File: config.mk
export PLATFORM = sky130hd
export DESIGN_NAME = rx_symbol_slicer
export DESIGN_NICKNAME = d
export VERILOG_FILES = /design/src/rtl/rx_pkg.sv /design/src/rtl/rx_ref_level_est.sv /design/src/rtl/rx_symbol_slicer.sv
export SDC_FILE = /design/constraint.sdc
export NUM_CORES = 1
export LEC_CHECK = 0
export CORE_UTILIZATION = 45
export DETAILED_ROUTE_END_ITERATION = 10
export PLACE_DENSITY = 0.67
export SLEW_MARGIN = 30
export SYNTH_ARGS = -nofsm -noshare
export SYNTH_HDL_FRONTEND = slang
export SYNTH_SLANG_ARGS = --single-unit
File: constraint.sdc
create_clock -name sys_clk -period 6.25 [get_ports sys_clk]
set_clock_uncertainty 0.15 [all_clocks]
set_input_delay 0.9375 -clock sys_clk [delete_from_list [all_inputs] [get_ports sys_clk]]
set_output_delay 0.9375 -clock sys_clk [all_outputs]
set_load 0.02 [all_outputs]
File: src/rtl/rx_pkg.sv
// Shared RX/TX definitions for the 4-ASK link: symbol encodings, nominal
// levels and the error saturation helper.
package rx_pkg;

    localparam int RX_WIDTH = 18;

    localparam logic [1:0] SYM_M3 = 2'b00;
    localparam logic [1:0] SYM_M1 = 2'b01;
    localparam logic [1:0] SYM_P1 = 2'b10;
    localparam logic [1:0] SYM_P3 = 2'b11;

    // Nominal inner level a = 0.25 and the initial threshold 2a.
    localparam logic signed [RX_WIDTH-1:0] A_NOM        = 18'sd32768;
    localparam logic signed [RX_WIDTH-1:0] REF_INIT_DEF = 18'sd65536;

    // Clamp a two-bit-wider signed value into the RX_WIDTH signed range.
    function automatic logic signed [RX_WIDTH-1:0] sat_err(input logic signed [RX_WIDTH+1:0] v);
        logic signed [RX_WIDTH+1:0] hi;
        logic signed [RX_WIDTH+1:0] lo;
        hi = {3'b000, {(RX_WIDTH-1){1'b1}}};
        lo = {3'b111, {(RX_WIDTH-1){1'b0}}};
        if (v > hi)
            return hi[RX_WIDTH-1:0];
        else if (v < lo)
            return lo[RX_WIDTH-1:0];
        return v[RX_WIDTH-1:0];
    endfunction

endpackage

File: src/rtl/rx_ref_level_est.sv
// Running reference-level estimator: averages |y| over 2^AVG_LOG2 decided
// samples and publishes the mean as the slicer threshold. Never reports 0.
module rx_ref_level_est
    import rx_pkg::*;
#(
    parameter int                 WIDTH    = 18,
    parameter int                 AVG_LOG2 = 10,
    parameter logic [WIDTH-1:0]   REF_INIT = REF_INIT_DEF
) (
    input  logic                  sys_clk,
    input  logic                  reset,
    input  logic                  in_v,
    input  logic signed [WIDTH-1:0] in_y,
    output logic [WIDTH-1:0]      ref_level
);

    localparam logic [WIDTH-1:0] MAX_POS = {1'b0, {(WIDTH-1){1'b1}}};
    localparam logic [WIDTH-1:0] MIN_NEG = {1'b1, {(WIDTH-1){1'b0}}};
    localparam logic [WIDTH-1:0] ONE     = {{(WIDTH-1){1'b0}}, 1'b1};

    logic [WIDTH-1:0]          abs_y;
    logic [WIDTH+AVG_LOG2-1:0] acc;
    logic [WIDTH+AVG_LOG2-1:0] sum;
    logic [AVG_LOG2-1:0]       cnt;
    logic [WIDTH-1:0]          mean;

    // Magnitude of the input; the most negative code saturates to full scale.
    always_comb begin
        abs_y = in_y;
        if (in_y[WIDTH-1])
            abs_y = (in_y == MIN_NEG) ? MAX_POS : -in_y;
        sum  = acc + {{AVG_LOG2{1'b0}}, abs_y};
        mean = sum[WIDTH+AVG_LOG2-1:AVG_LOG2];
    end

    // Accumulate per sample; on the last sample of the window publish the mean.
    always_ff @(posedge sys_clk) begin
        if (reset) begin
            acc       <= '0;
            cnt       <= '0;
            ref_level <= REF_INIT;
        end else if (in_v) begin
            if (&cnt) begin
                acc       <= '0;
                cnt       <= '0;
                ref_level <= (mean == '0) ? ONE : mean;
            end else begin
                acc <= sum;
                cnt <= cnt + 1'b1;
            end
        end
    end

endmodule

File: src/rtl/rx_symbol_slicer.sv
// 4-ASK decision device: picks one sample per symbol at phase_sel, slices it
// against the adaptive threshold and reports symbol, slicer error and the
// reference level. sym_valid is a one-cycle pulse with no back-pressure;
// sym_out/err_out are valid in that cycle and hold until the next pulse.
module rx_symbol_slicer
    import rx_pkg::*;
#(
    parameter int                       WIDTH      = 18,
    parameter int                       OVERSAMPLE = 4,
    parameter int                       AVG_LOG2   = 10,
    parameter logic signed [WIDTH-1:0]  REF_INIT   = REF_INIT_DEF,
    localparam int                      PH_W       = (OVERSAMPLE > 1) ? $clog2(OVERSAMPLE) : 1
) (
    input  logic                    sys_clk,
    input  logic                    reset,
    input  logic                    sam_clk_en,
    input  logic                    sym_clk_en,
    input  logic [PH_W-1:0]         phase_sel,
    input  logic signed [WIDTH-1:0] y_in,
    output logic [1:0]              sym_out,
    output logic                    sym_valid,
    output logic signed [WIDTH-1:0] err_out,
    output logic [WIDTH-1:0]        ref_level
);

    localparam logic [PH_W-1:0] PH_ONE = {{(PH_W-1){1'b0}}, 1'b1};

    logic [PH_W-1:0]          ph;
    logic [PH_W-1:0]          cur_ph;
    logic signed [WIDTH-1:0]  y_cap;
    logic                     cap_v;

    logic signed [WIDTH+1:0]  y_w;
    logic signed [WIDTH+1:0]  r_w;
    logic signed [WIDTH+1:0]  a_w;
    logic signed [WIDTH+1:0]  outer_w;
    logic signed [WIDTH+1:0]  lvl_w;
    logic signed [WIDTH+1:0]  diff_w;
    logic [1:0]               sym_d;

    // The symbol strobe marks phase 0; the counter then runs from 1.
    assign cur_ph = sym_clk_en ? '0 : ph;

    // Phase counter advances on samples only; a bare symbol strobe is ignored.
    always_ff @(posedge sys_clk) begin
        if (reset)
            ph <= '0;
        else if (sam_clk_en)
            ph <= sym_clk_en ? PH_ONE : ph + PH_ONE;
    end

    // Capture the sample at the selected phase.
    always_ff @(posedge sys_clk) begin
        if (reset) begin
            cap_v <= 1'b0;
            y_cap <= '0;
        end else begin
            cap_v <= sam_clk_en && (cur_ph == phase_sel);
            if (sam_clk_en && (cur_ph == phase_sel))
                y_cap <= y_in;
        end
    end

    // Slice against +/-R and form the error against the ideal level.
    always_comb begin
        y_w     = {{2{y_cap[WIDTH-1]}}, y_cap};
        r_w     = {2'b00, ref_level};
        a_w     = r_w >>> 1;
        outer_w = r_w + a_w;
        sym_d   = SYM_M3;
        lvl_w   = -outer_w;
        if (y_w >= r_w) begin
            sym_d = SYM_P3;
            lvl_w = outer_w;
        end else if (!y_cap[WIDTH-1]) begin
            sym_d = SYM_P1;
            lvl_w = a_w;
        end else if (y_w >= -r_w) begin
            sym_d = SYM_M1;
            lvl_w = -a_w;
        end
        diff_w = y_w - lvl_w;
    end

    // Register decision outputs; they hold between pulses.
    always_ff @(posedge sys_clk) begin
        if (reset) begin
            sym_out   <= SYM_M3;
            sym_valid <= 1'b0;
            err_out   <= '0;
        end else begin
            sym_valid <= cap_v;
            if (cap_v) begin
                sym_out <= sym_d;
                err_out <= sat_err(diff_w);
            end
        end
    end

    rx_ref_level_est #(
        .WIDTH    (WIDTH),
        .AVG_LOG2 (AVG_LOG2),
        .REF_INIT (REF_INIT)
    ) u_ref_est (
        .sys_clk   (sys_clk),
        .reset     (reset),
        .in_v      (cap_v),
        .in_y      (y_cap),
        .ref_level (ref_level)
    );

endmodule
==> results of run 1 <==
==> metrics by stage <==
| stage | area, um2 | setup slack (ns) | std cells | TNS (ns) | total power [mW] |
|---|---|---|---|---|---|
| 6_report | 11800 | 0.202 | 1673 | 0 | 1.67 |
| 5_1_grt | 11800 | -0.145 | 1673 | -2.21 | 1.75 |
| 4_1_cts | 11500 | 0.00256 | 1662 | 0 | 1.65 |
| 3_5_place_dp | 11100 | -0.221 | 1643 | -3.40 | 1.07 |
| 3_3_place_gp | 11100 | -0.0874 | 1643 | -1.33 | 1.07 |
| 2_1_floorplan | 9770 | 0.0104 | 1278 | 0 | 0.943 |
==> what timing repair did <==
action,4_1_cts,5_1_grt
setup buffers,3,10
hold endpoints to repair,0,0
cloned,0,1
pin swaps,3,20
gates resized for setup,9,51
endpoints found under the setup margin,17,18
==> cells by family (layout without fill, tap and decap cells) <==
kind of cell	after synthesis	in the layout	share of synthesized area
buf+inv	106	226	0.0434
compound gates	364	364	0.258
mux	22	22	0.0227
flops	98	98	0.202
simple gates	474	474	0.233
xor+xnor	97	97	0.0875
fa+ha+maj	117	117	0.153
==> worst max-delay path, delay by kind of cell, from the launching register on <==
family,cells,cell delay [ns]
simple gates,16,3.17
flops,1,0.34
xor+xnor,1,0.16
compound gates,7,0.94
buf+inv,3,0.38
fa+ha+maj,3,0.80
==> where the power goes <==
part,internal (mW),leakage [nW],switching (mW)
clock network,0.286,0.149,0.296
logic,0.192,4.12,0.240
registers,0.637,0.798,0.0181
total,1.11,5.07,0.554
==> cells in the mapped netlist (4+ instances only) <==
cell	number	share of area
nor2_1	159	0.061
nand2_1	128	0.049
ha_1	114	0.15
dfxtp_1	98	0.20
o21ai_0	81	0.042
a21oi_1	78	0.040
xnor2_1	59	0.053
inv_1	51	0.020
clkbuf_1	48	0.019
xor2_1	38	0.034
nor3_1	35	0.018
nand3_1	28	0.014
a22oi_1	25	0.019
a21o_1	24	0.019
mux2i_1	22	0.023
a211oi_1	20	0.015
nand4_1	20	0.013
o21a_1	20	0.015
a31oi_1	18	0.012
and3_1	15	0.0097
nor2b_1	15	0.0097
nand2b_1	13	0.0084
or3_1	12	0.0077
o211ai_1	11	0.0085
a31oi_2	10	0.013
o31ai_1	9	0.0070
a221oi_1	8	0.0072
and2_1	6	0.0039
nand3b_1	5	0.0039
o2111ai_1	5	0.0045
o22ai_1	5	0.0032
or2_2	5	0.0032
a311oi_1	4	0.0036
nor3b_1	4	0.0031
nor4_1	4	0.0026
==> area by class of cell <==
type,instances,area [um2],area share
Multi-Input combinational cell,1074,7550,0.642
Sequential cell,98,1980,0.168
Timing Repair Buffer,158,1390,0.118
Tap cell,275,344,0.0293
Clock buffer,9,225,0.0192
Inverter,52,195,0.0166
Clock inverter,7,73.8,0.00628
==> routing by layer <==
layer  wire (um)  GRT usage  part of all wire  vias to the layer above
li1            -          -                 -                     4868
met1       13800      0.363              0.45                     4614
met2       14500      0.474              0.47                      268
met3        1380     0.0284             0.045                       64
met4        1160      0.123             0.038                        0
met5           0          0                 0                        -
==> final timing paths <==
check / from / endpoint / slack, ns
setup / recovery: u_ref_est.ref_level[1]$_SDFFE_PP0P_ / err_out[11]$_SDFFE_PP0P_ / 0.20
hold / removal: sym_out[1]$_SDFFE_PP0P_ / sym_out[1]$_SDFFE_PP0P_ / 0.34
setup reg to reg: u_ref_est.ref_level[1]$_SDFFE_PP0P_ / err_out[11]$_SDFFE_PP0P_ / 0.20
hold reg to reg: sym_out[1]$_SDFFE_PP0P_ / sym_out[1]$_SDFFE_PP0P_ / 0.34
==> registers in the layout, summed over array words and instances (netlist names) <==
register	count
y_cap	18
sym_valid	1
err_out	18
u_ref_est.cnt	10
u_ref_est.ref_level	18
sym_out	2
u_ref_est.acc	28
cap_v	1
ph	2
==> impl_metrics.csv, run 1 <==
group,metric,value,unit
outcome,outcome,"finished, final reports clean",
synth,yosysSeqAreaShare,0.202,
sta,fin_crit,6.05,ns
critical_path,critPathMaxFanout,8,
sta,hold_ws,0.340,ns
sta,finalCritPeriodShare,0.968,
grt,track_usage,0.281,
routing,drtPass1Iterations,5,
final_layout,utilization,0.558,
clock_tree,cts.sinks,98,
sta,hold_violations,0,
final_layout,num-nets-final,1534,
critical_path,cpPeakStageDelay,0.48,ns
floorplan,die_w,149,um
clock_tree,clkTransAtPathRegs,0.09,ns
run,maxCapViolCount,0,
place,hpwl,24000,um
min_path,hold_path.class,"flop to flop",
synth,syn-cell-area,9710,um2
routing,drc_errors,0,
critical_path,crit_required,6.36,ns
power,p_leak,5.07,nW
clock_tree,ctsLongestPathBuffers,2,
clock_tree,cts_tree,"done",
critical_path,r2r_cells,30,
sta,worst_pin_slew,0.821,ns
critical_path,arrival,6.16,ns
grt,overflow,0,
critical_path,startpoint_type,"flop",
routing,num_vias,9814,
grt,antenna_found_initial,0,
floorplan,die_height,149,um
synth,syn_inst,1278,
routing,antenna_left,0,
clock_tree,htreeDepth,3,
synth,yosys_most_used_dff,"dfxtp_1",
synth,synth_edf_count,0,
clock_tree,cts_made_buffers,9,
floorplan,die_area,22200,um2
place,gp_congestion,0.974,
grt,grt_pass1_wl,48800,um
final_layout,n_antenna_cell,0,
synth,async_flop_share,0,
final_layout,layout_common_cells,"nor2_1, nand2_1, ha_1",
final_layout,layout_commonest_cell,"nor2_1",
power,worst_ir_drop_vdd,0.000111,V
synth,ys_seq_elements,98,
sta,fmax,0.165,GHz
critical_path,cpMostUsedCell,"nor3_2",
synth,synth.distinct_cells,87,
floorplan,initial_utilization,0.461,
min_path,holdPathStages,2,
routing,viasPerCell,5.87,
final_layout,drive_gt1_frac,0.151,
sta,slew-limit-headroom,0.453,
grt,grt_pass1_vias,9228,
synth,syn_nets,1419,
critical_path,critPathKind,"flop to flop",
final_layout,area_delta_synth_final,21.1,%
synth,ys_warn_count,0,
critical_path,end_kind,"flop",
routing,wl_per_cell,18.5,um
grt,grt_max_degree,76,
sta,setup_viol,0,
power,power.density,142,nW/um2
critical_path,crit_slowest_cell,"or4b_4",
routing,drtIter0Drc,668,
clock_tree,holdBufCountCts,0,
final_layout,n_fill_cell,2009,
synth,syn_avg_cell_area,7.60,um2
routing,drt_wl_total,30900,um
sta,drv_slew,0,
clock_tree,clock_latency,0.37,ns
floorplan,rows,53,
place,port_buffers,62,
clock_tree,root_buffer,"clkbuf_16",
floorplan,ioPinCount,63,
floorplan,core-area,21100,um2
(Power assumes the default switching activity.)
==> run 2, diff against run 1 <==
--- a/config.mk
+++ b/config.mk
@@ -8,5 +8,5 @@
 export CORE_UTILIZATION = 45
 export DETAILED_ROUTE_END_ITERATION = 10
-export PLACE_DENSITY = 0.67
+export PLACE_DENSITY = 0.66
 export SLEW_MARGIN = 30
 export SYNTH_ARGS = -nofsm -noshare
==> constraint.sdc (replaced) <==
create_clock -name sys_clk -period 6.25 [get_ports sys_clk]
set_clock_uncertainty 0.15 [all_clocks]
set_input_delay 1.5625 -clock sys_clk [delete_from_list [all_inputs] [get_ports sys_clk]]
set_output_delay 1.5625 -clock sys_clk [all_outputs]
set_load 0.02 [all_outputs]
==> run 2 against run 1 <==
Effect of this change:
- worst hold slack gained 0.0055 ns
- power up 1.2%
- core utilization is 0.69 points higher
- sequential share of layout area down 0.21 points
- via count up 1.3%
- clock power increased by 2%
- sequential power about the same
- count of clock-buffer cells in the layout unchanged
- register-to-register slack improved by 0.03 ns
- combinational power increased by 2%
- setup slack improved by 0.029 ns
- critical path type unchanged
==> impl_metrics.csv, run 2 (synthesis results as in run 1) <==
group,metric,value,unit
place,gp_congestion,1.01,
sta,fmax,0.166,GHz
outcome,outcome,"finished, final reports clean",
clock_tree,cts_tree,"done",
grt,grt_util_met1,0.369,
routing,num_vias,9941,
floorplan,ioPinCount,63,
critical_path,arrival,6.12,ns
grt,track_usage,0.284,
critical_path,end_kind,"flop",
power,p_leak,5.09,nW
floorplan,die_w,149,um
critical_path,startpoint_type,"flop",
final_layout,drive_gt1_frac,0.161,
routing,drt_wl_total,31500,um
routing,drtPass1Iterations,5,
sta,fin_crit,6.02,ns
run,maxCapViolCount,0,
grt,overflow,0,
routing,wl_per_cell,18.8,um
grt,grt_pass1_wl,49100,um
final_layout,utilization,0.565,
clock_tree,cts_made_buffers,9,
power,power.density,142,nW/um2
sta,hold_ws,0.346,ns
final_layout,layout_commonest_cell,"nor2_1",
routing,antenna_left,0,
sta,setup_viol,0,
clock_tree,clkTransAtPathRegs,0.08,ns
final_layout,largest_reg_flops,28,
routing,viasPerCell,5.93,
floorplan,die_height,149,um
final_layout,area_delta_synth_final,22.6,%
floorplan,rows,53,
final_layout,finalNonFillerCells,1675,
final_layout,layout_common_cells,"nor2_1, nand2_1, ha_1",
critical_path,cpPeakStageDelay,0.53,ns
critical_path,cpLargestDelayFamily,"simple AND/OR/NAND/NOR gates",
place,dpl-instance-area,11100,um2
final_layout,fin_area,11900,um2
clock_tree,cts.sinks,98,
power,worst_ir_drop_vdd,0.000125,V
grt,grt_util_met2,0.467,
sta,setup_tns,0,ns
place,hpwl,23900,um
grt,grt_pass1_vias,9128,
final_layout,num-nets-final,1536,
min_path,hold_path.class,"flop to flop",
critical_path,crit_slowest_cell,"or4b_4",
place,dp.cells,1643,
final_layout,n_antenna_cell,0,
grt,grt_max_degree,75,
floorplan,die_area,22200,um2
floorplan,core-area,21100,um2
clock_tree,clock_latency,0.36,ns
routing,drc_errors,0,
clock_tree,holdBufCountCts,0,
sta,finalCritPeriodShare,0.963,
sta,drv_slew,0,
grt,grt.busiest_layer,"met2",
critical_path,critPathKind,"flop to flop",
clock_tree,root_buffer,"clkbuf_16",
routing,drtIter0Drc,644,
critical_path,path_buf_inv,4,
critical_path,critPathMaxFanout,8,
clock_tree,htreeDepth,3,
grt,antenna_found_initial,2,
floorplan,initial_utilization,0.461,
sta,slew-limit-headroom,0.431,
critical_path,crit_required,6.35,ns
sta,hold_violations,0,
final_layout,regMostFlops,"u_ref_est.acc",
grt,grt_use_met3,0.0382,
sta,worst_pin_slew,0.854,ns
clock_tree,ctsLongestPathBuffers,2,
place,port_buffers,62,
## run 2: changes by cell type in the layout (fill, tap and decap cells not counted), moves of 4 or more
cell    delta
ha_1       -4
ha_4       +6
inv_2      +5
inv_8      -4
nor3_2     -5
inv_1      -8
## run 2: where the power goes
part	switching (mW)	total [mW]	internal, mW
registers	0.0184	0.655	0.637
logic	0.246	0.441	0.194
clock network	0.306	0.593	0.287
total	0.571	1.69	1.12
## run 2: repair_timing
item                       CTS  global route
setup endpoints to repair   17            19
cloned                       2             1
pin swaps                    4            29
buffers inserted             1            12
gates resized for setup     12            75
## run 2: worst paths after layout
check | start | end | slack (ns) | cells past startpoint
setup / recovery | u_ref_est.ref_level[4]$_SDFFE_PP0P_ | err_out[14]$_SDFFE_PP0P_ | 0.23 | 29
hold / removal | sym_out[0]$_SDFFE_PP0P_ | sym_out[0]$_SDFFE_PP0P_ | 0.35 | 2
setup reg to reg | u_ref_est.ref_level[4]$_SDFFE_PP0P_ | err_out[14]$_SDFFE_PP0P_ | 0.23 | 29
hold reg to reg | sym_out[0]$_SDFFE_PP0P_ | sym_out[0]$_SDFFE_PP0P_ | 0.35 | 2
## run 2: routing by layer
| metal | share of wire | up-vias |
|---|---|---|
| met3 | 0.053 | 76 |
| li1 | - | 4888 |
| met4 | 0.039 | 4 |
| met5 | 0.0010 | - |
| met1 | 0.44 | 4665 |
| met2 | 0.46 | 308 |
## run 2: worst min-delay path: cells and delay by family, from the launching register on
family           cells  cell delay, ns
flip-flops           1            0.31
AND/OR/NAND/NOR      1            0.09
AO/OA/AOI/OAI        1            0.05
## run 2: metrics by stage
step / total power [mW] / setup WS, ns
after floorplan: 0.943 / 0.0104
after global placement: 1.07 / -0.0812
after detailed placement: 1.07 / -0.184
after CTS: 1.67 / 0.00268
after global routing: 1.76 / -0.0581
final: 1.69 / 0.230
## run 2: area by class of cell
type	count	area, um2
tap	275	344
inverter	52	203
sequential	98	1980
clock buffer	9	225
clock inverter	7	86.3
multi-input combinational	1077	7710
fill	2003	9180
timing repair buffer	157	1360
